### src/rtl/mem_arbiter_pkg.sv
// Shared types for the memory arbiter: FSM states and the latched operation.
package mem_arbiter_pkg;

   typedef enum logic {
      ARB_IDLE = 1'b0,
      ARB_BUSY = 1'b1
   } arb_state_t;

   typedef enum logic [1:0] {
      OP_NONE  = 2'b00,
      OP_READ  = 2'b01,
      OP_WRITE = 2'b10
   } arb_op_t;

   // Read wins when a client raises both strobes; the write is dropped.
   function automatic arb_op_t decode_op(input logic rd, input logic wr);
      if (rd)
         return OP_READ;
      else if (wr)
         return OP_WRITE;
      else
         return OP_NONE;
   endfunction

endpackage

### src/rtl/mem_arbiter_rr_priority_encoder.sv
// Round-robin priority encoder: first requesting index at or after rr_ptr, wrapping.
module rr_priority_encoder #(
   parameter int NUM_PORTS = 2
) (
   input  logic [NUM_PORTS-1:0]         request,
   input  logic [$clog2(NUM_PORTS)-1:0] rr_ptr,
   output logic                         valid,
   output logic [$clog2(NUM_PORTS)-1:0] winner
);

   localparam int IDX_W = $clog2(NUM_PORTS);

   int               idx;
   logic [IDX_W-1:0] sel;

   // Scan from the farthest candidate down to rr_ptr so the nearest hit overwrites.
   always_comb begin
      valid  = 1'b0;
      winner = '0;
      idx    = 0;
      sel    = '0;
      for (int k = NUM_PORTS - 1; k >= 0; k--) begin
         idx = int'(rr_ptr) + k;
         if (idx >= NUM_PORTS)
            idx = idx - NUM_PORTS;
         sel = IDX_W'(idx);
         if (request[sel]) begin
            valid  = 1'b1;
            winner = sel;
         end
      end
   end

endmodule

### src/rtl/mem_arbiter.sv
// N-port round-robin memory arbiter; latches the winning request for the whole transaction.
//
// state    | meaning
// ARB_IDLE | no transaction; a pending request is granted at the next edge
// ARB_BUSY | latched request driven to memory until mem_resp
module mem_arbiter
   import mem_arbiter_pkg::*;
#(
   parameter int NUM_PORTS  = 2,
   parameter int ADDR_WIDTH = 16,
   parameter int DATA_WIDTH = 128,
   parameter int MASK_WIDTH = DATA_WIDTH / 8
) (
   input  logic                             clk,
   input  logic                             reset,
   input  logic [NUM_PORTS-1:0]             port_read,
   input  logic [NUM_PORTS-1:0]             port_write,
   input  logic [NUM_PORTS*ADDR_WIDTH-1:0]  port_address,
   input  logic [NUM_PORTS*DATA_WIDTH-1:0]  port_wdata,
   input  logic [NUM_PORTS*MASK_WIDTH-1:0]  port_byte_enable,
   output logic [NUM_PORTS-1:0]             port_resp,
   output logic [DATA_WIDTH-1:0]            port_rdata,
   output logic                             mem_read,
   output logic                             mem_write,
   output logic [ADDR_WIDTH-1:0]            mem_address,
   output logic [DATA_WIDTH-1:0]            mem_wdata,
   output logic [MASK_WIDTH-1:0]            mem_byte_enable,
   input  logic                             mem_resp,
   input  logic [DATA_WIDTH-1:0]            mem_rdata,
   output logic                             busy
);

   localparam int IDX_W = $clog2(NUM_PORTS);

   arb_state_t             state, next_state;
   arb_op_t                op_q;
   logic [IDX_W-1:0]       grant_q, rr_ptr, win_idx;
   logic                   win_valid, take;
   logic [NUM_PORTS-1:0]   request;
   logic [ADDR_WIDTH-1:0]  win_addr, addr_q;
   logic [DATA_WIDTH-1:0]  win_wdata, wdata_q;
   logic [MASK_WIDTH-1:0]  win_be, be_q;

   assign request = port_read | port_write;

   rr_priority_encoder #(.NUM_PORTS(NUM_PORTS)) u_rr_enc (
      .request (request),
      .rr_ptr  (rr_ptr),
      .valid   (win_valid),
      .winner  (win_idx)
   );

   // Select the winner's address, data and mask from the packed client buses.
   always_comb begin
      win_addr  = '0;
      win_wdata = '0;
      win_be    = '0;
      for (int i = 0; i < NUM_PORTS; i++) begin
         if (win_idx == IDX_W'(i)) begin
            win_addr  = port_address[i*ADDR_WIDTH +: ADDR_WIDTH];
            win_wdata = port_wdata[i*DATA_WIDTH +: DATA_WIDTH];
            win_be    = port_byte_enable[i*MASK_WIDTH +: MASK_WIDTH];
         end
      end
   end

   // State register.
   always_ff @(posedge clk or posedge reset) begin
      if (reset)
         state <= ARB_IDLE;
      else
         state <= next_state;
   end

   // Next state and handshake outputs; memory strobes only ever come from BUSY.
   always_comb begin
      next_state = state;
      take       = 1'b0;
      mem_read   = 1'b0;
      mem_write  = 1'b0;
      busy       = 1'b0;
      port_resp  = '0;
      case (state)
         ARB_IDLE: begin
            if (win_valid) begin
               take       = 1'b1;
               next_state = ARB_BUSY;
            end
         end
         ARB_BUSY: begin
            busy      = 1'b1;
            mem_read  = (op_q == OP_READ);
            mem_write = (op_q == OP_WRITE);
            if (mem_resp) begin
               port_resp[grant_q] = 1'b1;
               next_state         = ARB_IDLE;
            end
         end
         default: next_state = ARB_IDLE;
      endcase
   end

   // Capture the grant and advance the round-robin pointer past the winner.
   always_ff @(posedge clk or posedge reset) begin
      if (reset) begin
         grant_q <= '0;
         rr_ptr  <= '0;
         op_q    <= OP_NONE;
         addr_q  <= '0;
         wdata_q <= '0;
         be_q    <= '0;
      end else if (take) begin
         grant_q <= win_idx;
         op_q    <= decode_op(port_read[win_idx], port_write[win_idx]);
         addr_q  <= win_addr;
         wdata_q <= win_wdata;
         be_q    <= win_be;
         rr_ptr  <= (win_idx == IDX_W'(NUM_PORTS - 1)) ? '0 : win_idx + 1'b1;
      end
   end

   assign mem_address     = addr_q;
   assign mem_wdata       = wdata_q;
   assign mem_byte_enable = be_q;
   assign port_rdata      = mem_rdata;

endmodule

### config.mk
export PLATFORM = sky130hd
export DESIGN_NAME = mem_arbiter
export DESIGN_NICKNAME = d
export VERILOG_FILES = /design/src/rtl/mem_arbiter_pkg.sv /design/src/rtl/mem_arbiter_rr_priority_encoder.sv /design/src/rtl/mem_arbiter.sv
export SDC_FILE = /design/constraint.sdc
export NUM_CORES = 1
export LEC_CHECK = 0
export CORE_AREA = 2 2 295 297
export DETAILED_ROUTE_END_ITERATION = 16
export DIE_AREA = 0 0 297 299
export GPL_ROUTABILITY_DRIVEN = 0
export REMOVE_ABC_BUFFERS = 1
export SLEW_MARGIN = 10
export SYNTH_ARGS = -nofsm -noshare
export SYNTH_HDL_FRONTEND = slang
export SYNTH_SLANG_ARGS = --single-unit
### constraint.sdc
create_clock -name clk -period 5.3 [get_ports clk]
set_clock_uncertainty 0.2 [all_clocks]
set_input_delay 1.06 -clock clk [delete_from_list [all_inputs] [get_ports clk]]
set_output_delay 1.06 -clock clk [all_outputs]
set_load 0.05 [all_outputs]
======== Word-level counts from Yosys, hierarchy flattened ========
Index checks and enable logic that the tools add are counted.
Widths: inputs -> output; s select.
operators by class
  $add $sub $neg .......................... 4
  magnitude comparators ................... 7
  equal/unequal tests ..................... 2
  muxes and demuxes ....................... 31
  bitwise logic cells ..................... 2
  reduce and logical (&&, ||, !) cells .... 1
operators with widths
  cell                 number
  $mux 128             1
  $mux 16              2
  $mux 1               22
  $lt 1x2->1 const B   4
  $mux 2               4
  $add 1x1->2 const B  1
  $eq 2x1->1 const B   1
  $eq 2x2->1 const B   1
  $ge 1x2->1 const B   1
  $ge 2x2->1 const B   1
  $or 2x2->2           1
  $pmux 1 s2           1
  $sub 1x1->1 const B  2
  $add 1x1->1 const B  1
  $demux 1 s1          1
  $ge 1x1->1 const B   1
  $logic_and 1x1->1    1
  $not 1->1            1
storage, ports and cells
  register bits after elaboration ......... 165
  bits of input ports ..................... 455
  output and inout port bits .............. 293

======== Logic depth before layout (Yosys ltp) ========
  depth in word-level cells ............... 11
  gate-level depth with buffers ........... 7
  gate-level depth less buffers ........... 3

======== Modules after synthesis ========
A second synthesis with hierarchy kept.
second synthesis, totals
  cells, all modules ...................... 854
  area, all modules ....................... 8708.4 µm²
modules (own cells, without submodules)
  module               instances  cells an instance  area an instance (µm²)
  mem_arbiter          1          851                8690.8
  rr_priority_encoder  1          3                  17.5

======== Worst setup path before layout ========
No wires, ideal clock.
  path type ............................... register to output
  start point ............................. register state
  end point ............................... output mem_write
  arrival time ............................ 2.490 ns
  slack ................................... 1.550 ns
  stages on the path, launching flop included .. 7
  path buffers ............................ 4
  cell sequence ........................... dfrtp_1 buf_2 inv_2 buf_2 buf_2 buf_2 nor3_1
on the way
  longest elaborated chain between the ends .. 1
ends and longest elaborated chain
  element                 line               source
  from (decl)             mem_arbiter.sv:35  arb_state_t state, next_state;
  from (signal assigned)  mem_arbiter.sv:72  state <= next_state;
  $mux 1                  mem_arbiter.sv:83  case (state)
  to (decl)               mem_arbiter.sv:24  output logic mem_write,
No other way between the ends.

======== Worst setup path in the final report ========
  start point ............................. input mem_resp
  end point ............................... output port_resp[1]
on the way
  longest elaborated chain between the ends .. 2
ends and longest elaborated chain
  element      line               source
  from (decl)  mem_arbiter.sv:28  input logic mem_resp,
  $mux 2       mem_arbiter.sv:94  if (mem_resp) begin
  $mux 2       mem_arbiter.sv:83
  to (decl)    mem_arbiter.sv:21  output logic [NUM_PORTS-1:0] port_resp,
No other way between the ends.

==> results.json <==
{
  "vias": 8104,
  "die_w_um": 297,
  "synthTopCellsByCount": "dfrtp_1, a221o_1, buf_4, a21boi_0, a21boi_1",
  "async_flop_share_pct": 100,
  "grt_start_max_net_pins": 157,
  "power_uw": 5930,
  "worstMarginPinSlew_ns": 1.09,
  "fmax_mhz": 256,
  "core_area_sq_um": 85900,
  "clockBufferDepth": 2,
  "startpoint_type": "input pin",
  "clk_latency_ns": 0.51,
  "place_inst": 2163,
  "setup_ws_ns": 1.40,
  "period_minus_slack_ns": 3.90,
  "antenna_found_initial": 2,
  "clock-sinks": 165,
  "post_drt_wl_per_cell_um": 26.4,
  "post-route-util_pct": 16.6,
  "rsz0062_at_grt": "no",
  "critPathMaxFanout": 2,
  "yosysMostFrequentCell": "dfrtp_1",
  "drt_iter0_drc": 563,
  "dpl.hpwl_mm": 43.9,
  "grt_pass1_wl_mm": 75.6,
  "ys_ff_latch": 165,
  "final_hold_viol_count": 0,
  "wl_mm": 58.0,
  "root_buffer": "clkbuf_16",
  "synth-edff-count": 0,
  "drive_above_1_share_pct": 5.19,
  "drtAntennaViolNets": 0,
  "seq_area_frac_synth_pct": 48.5,
  "synth_top_area_share_pct": 48.5,
  "dieArea_sq_um": 88800,
  "finalCritPeriodShare_pct": 73.6,
  "cts_tree": "built",
  "hold_buffers": 0,
  "io_pins": 748,
  "route.detailed.drc": 0,
  "synth.area.top_cells": "dfrtp_1, a221o_1, buf_4",
  "hold_path.class": "register to register",
  "ys_types": 27,
  "die_y_um": 299,
  "dr.pass1.iters": 5,
  "num_rows": 108,
  "grtUsageTotal_pct": 12.8,
  "cts_setup_buffers": 0,
  "ys_dominant_reg_cell": "dfrtp_1",
  "grt.overflow.total": 0,
  "reg2regPathDepth": 4,
  "worst_hold_startpoint": "op_q[0]",
  "min_to": "op_q[0]",
  "worstHoldPathCells": 1,
  "crit_path_end_kind": "output pin",
  "flow.area_growth_from_synthesis_pct": 67.7,
  "worst-setup-path-type": "input pin to output pin",
  "p_per_area_nw_per_um2": 415,
  "yosysTopAreaCell": "dfrtp_1",
  "h-tree-depth": 4,
  "numCtsBuffers": 17,
  "leakage_uw": 0.00533,
  "port-buffer-count": 491,
  "setup_viol": 0,
  "drv_slew": 0,
  "peakVddDrop_v": 0.000264,
  "grt_pass1_vias": 7990,
  "maxCapViolations": 0,
  "relSlewSlack_pct": 27.4,
  "synth_cells": 710,
  "yosys_warnings": 0,
  "final_cell_area_sq_um": 14300,
  "required_ns": 4.04,
  "netlist_area_sq_um": 8510,
  "routed_via_density": 3.69,
  "pre_cts_ws_ns": 1.37,
  "fin_nets": 1482,
  "timing.rr.start": "state",
  "avgSynthCellArea_sq_um": 12.0,
  "placed_area_sq_um": 13600,
  "status": "complete, no violations",
  "reg2reg_slack_ns": 2.38,
  "timing.rr.end": "mem_address[9]",
  "start_util_pct": 9.90,
  "cp_data_arrival_time_ns": 2.64,
  "stdcell_count": 2197,
  "fillers": 9536,
  "clk_pin_slew_ns": 0.06,
  "ctsResizeCount": 0
}
-- cells in the final DEF, fill, tap and decap left out --
cell type	instances
buf_4	2
and2_1	1
clkinv_4	1
nor2_1	3
o21a_1	3
nor4b_1	1
nor4bb_1	1
a21boi_0	91
a21o_1	2
clkbuf_8	2
a21boi_1	60
bufinv_16	3
nor3_1	1
and3_1	2
dfrtp_1	165
a21boi_2	10
a221o_1	160
inv_1	1
nand2_1	2
a211oi_1	1
clkinvlp_4	1
inv_8	4
diode_2	2
inv_6	6
nor3_4	1
o221a_4	1
buf_12	5
clkdlybuf4s50_1	491
o21ai_1	1
or4_4	1
clkbuf_16	17
-- routing by layer --
layer | routed length, um | global-route usage (%)
met4 | 813 | 3.67
met3 | 11600 | 12.3
met2 | 21000 | 15.4
met1 | 23900 | 14.9
met5 | 703 | 6.14
-- worst max-delay path: stages --
cell and delay, ns:
clkdlybuf4s50_1 0.50, and3_1 0.25, clkdlybuf4s50_1 0.83
-- cells by family (layout without fill, tap and decap cells) --
kind of cell           count (synthesis)  after routing  synth area share (%)
AOI/OAI and AO/OA                    329            329                  34.2
buffers and inverters                203            533                  16.3
and+or+nand+nor                       13             13                  1.04
DFF                                  165            165                  48.5
other                                  0              2                     0
-- power breakdown --
part           internal, uW  total, uW  leakage, uW  switching, uW
clock                   783       1410     0.000311            629
combinational          1080       2760      0.00298           1680
sequential             1560       1760      0.00203            194
total                  3420       5930      0.00532           2500
-- area by class of cell --
| class | instances | area [sq um] | share of cell area [%] |
|---|---|---|---|
| clock buffers | 19 | 453 | 3.17 |
| repair buffers | 498 | 5030 | 35.2 |
| inverters | 3 | 23.8 | 0.167 |
| flip-flops and latches | 165 | 4130 | 28.9 |
| well taps | 1155 | 1450 | 10.1 |
| clock inverters | 13 | 184 | 1.29 |
| multi-input cells | 342 | 3010 | 21.1 |
| diodes | 2 | 5.00 | 0.0351 |
-- registers in the layout, indices dropped and copies added, names as in the netlist --
name,flops
grant_q,1
mem_address,16
mem_byte_enable,16
mem_wdata,128
op_q,2
rr_ptr,1
state,1
-- through the flow --
stage	TNS, ns	hold WS [ns]
6_report	0	0.325
5_1_grt	0	0.354
4_1_cts	0	0.323
3_5_place_dp	0	0.307
3_3_place_gp	0	0.292
2_1_floorplan	-146.18	0.264
-- how the worst max path moves through the flow --
stage / start / to / slack, ns
6_report: mem_resp / port_resp[1] / 1.40
5_1_grt: state / mem_write / 1.28
3_5_place_dp: mem_resp / port_resp[1] / 1.37
3_3_place_gp: mem_resp / port_resp[1] / 1.37
4_1_cts: mem_resp / port_resp[1] / 1.37
2_1_floorplan: state / mem_address[0] / -0.48
Note: power is estimated with default switching activity, not from simulation.
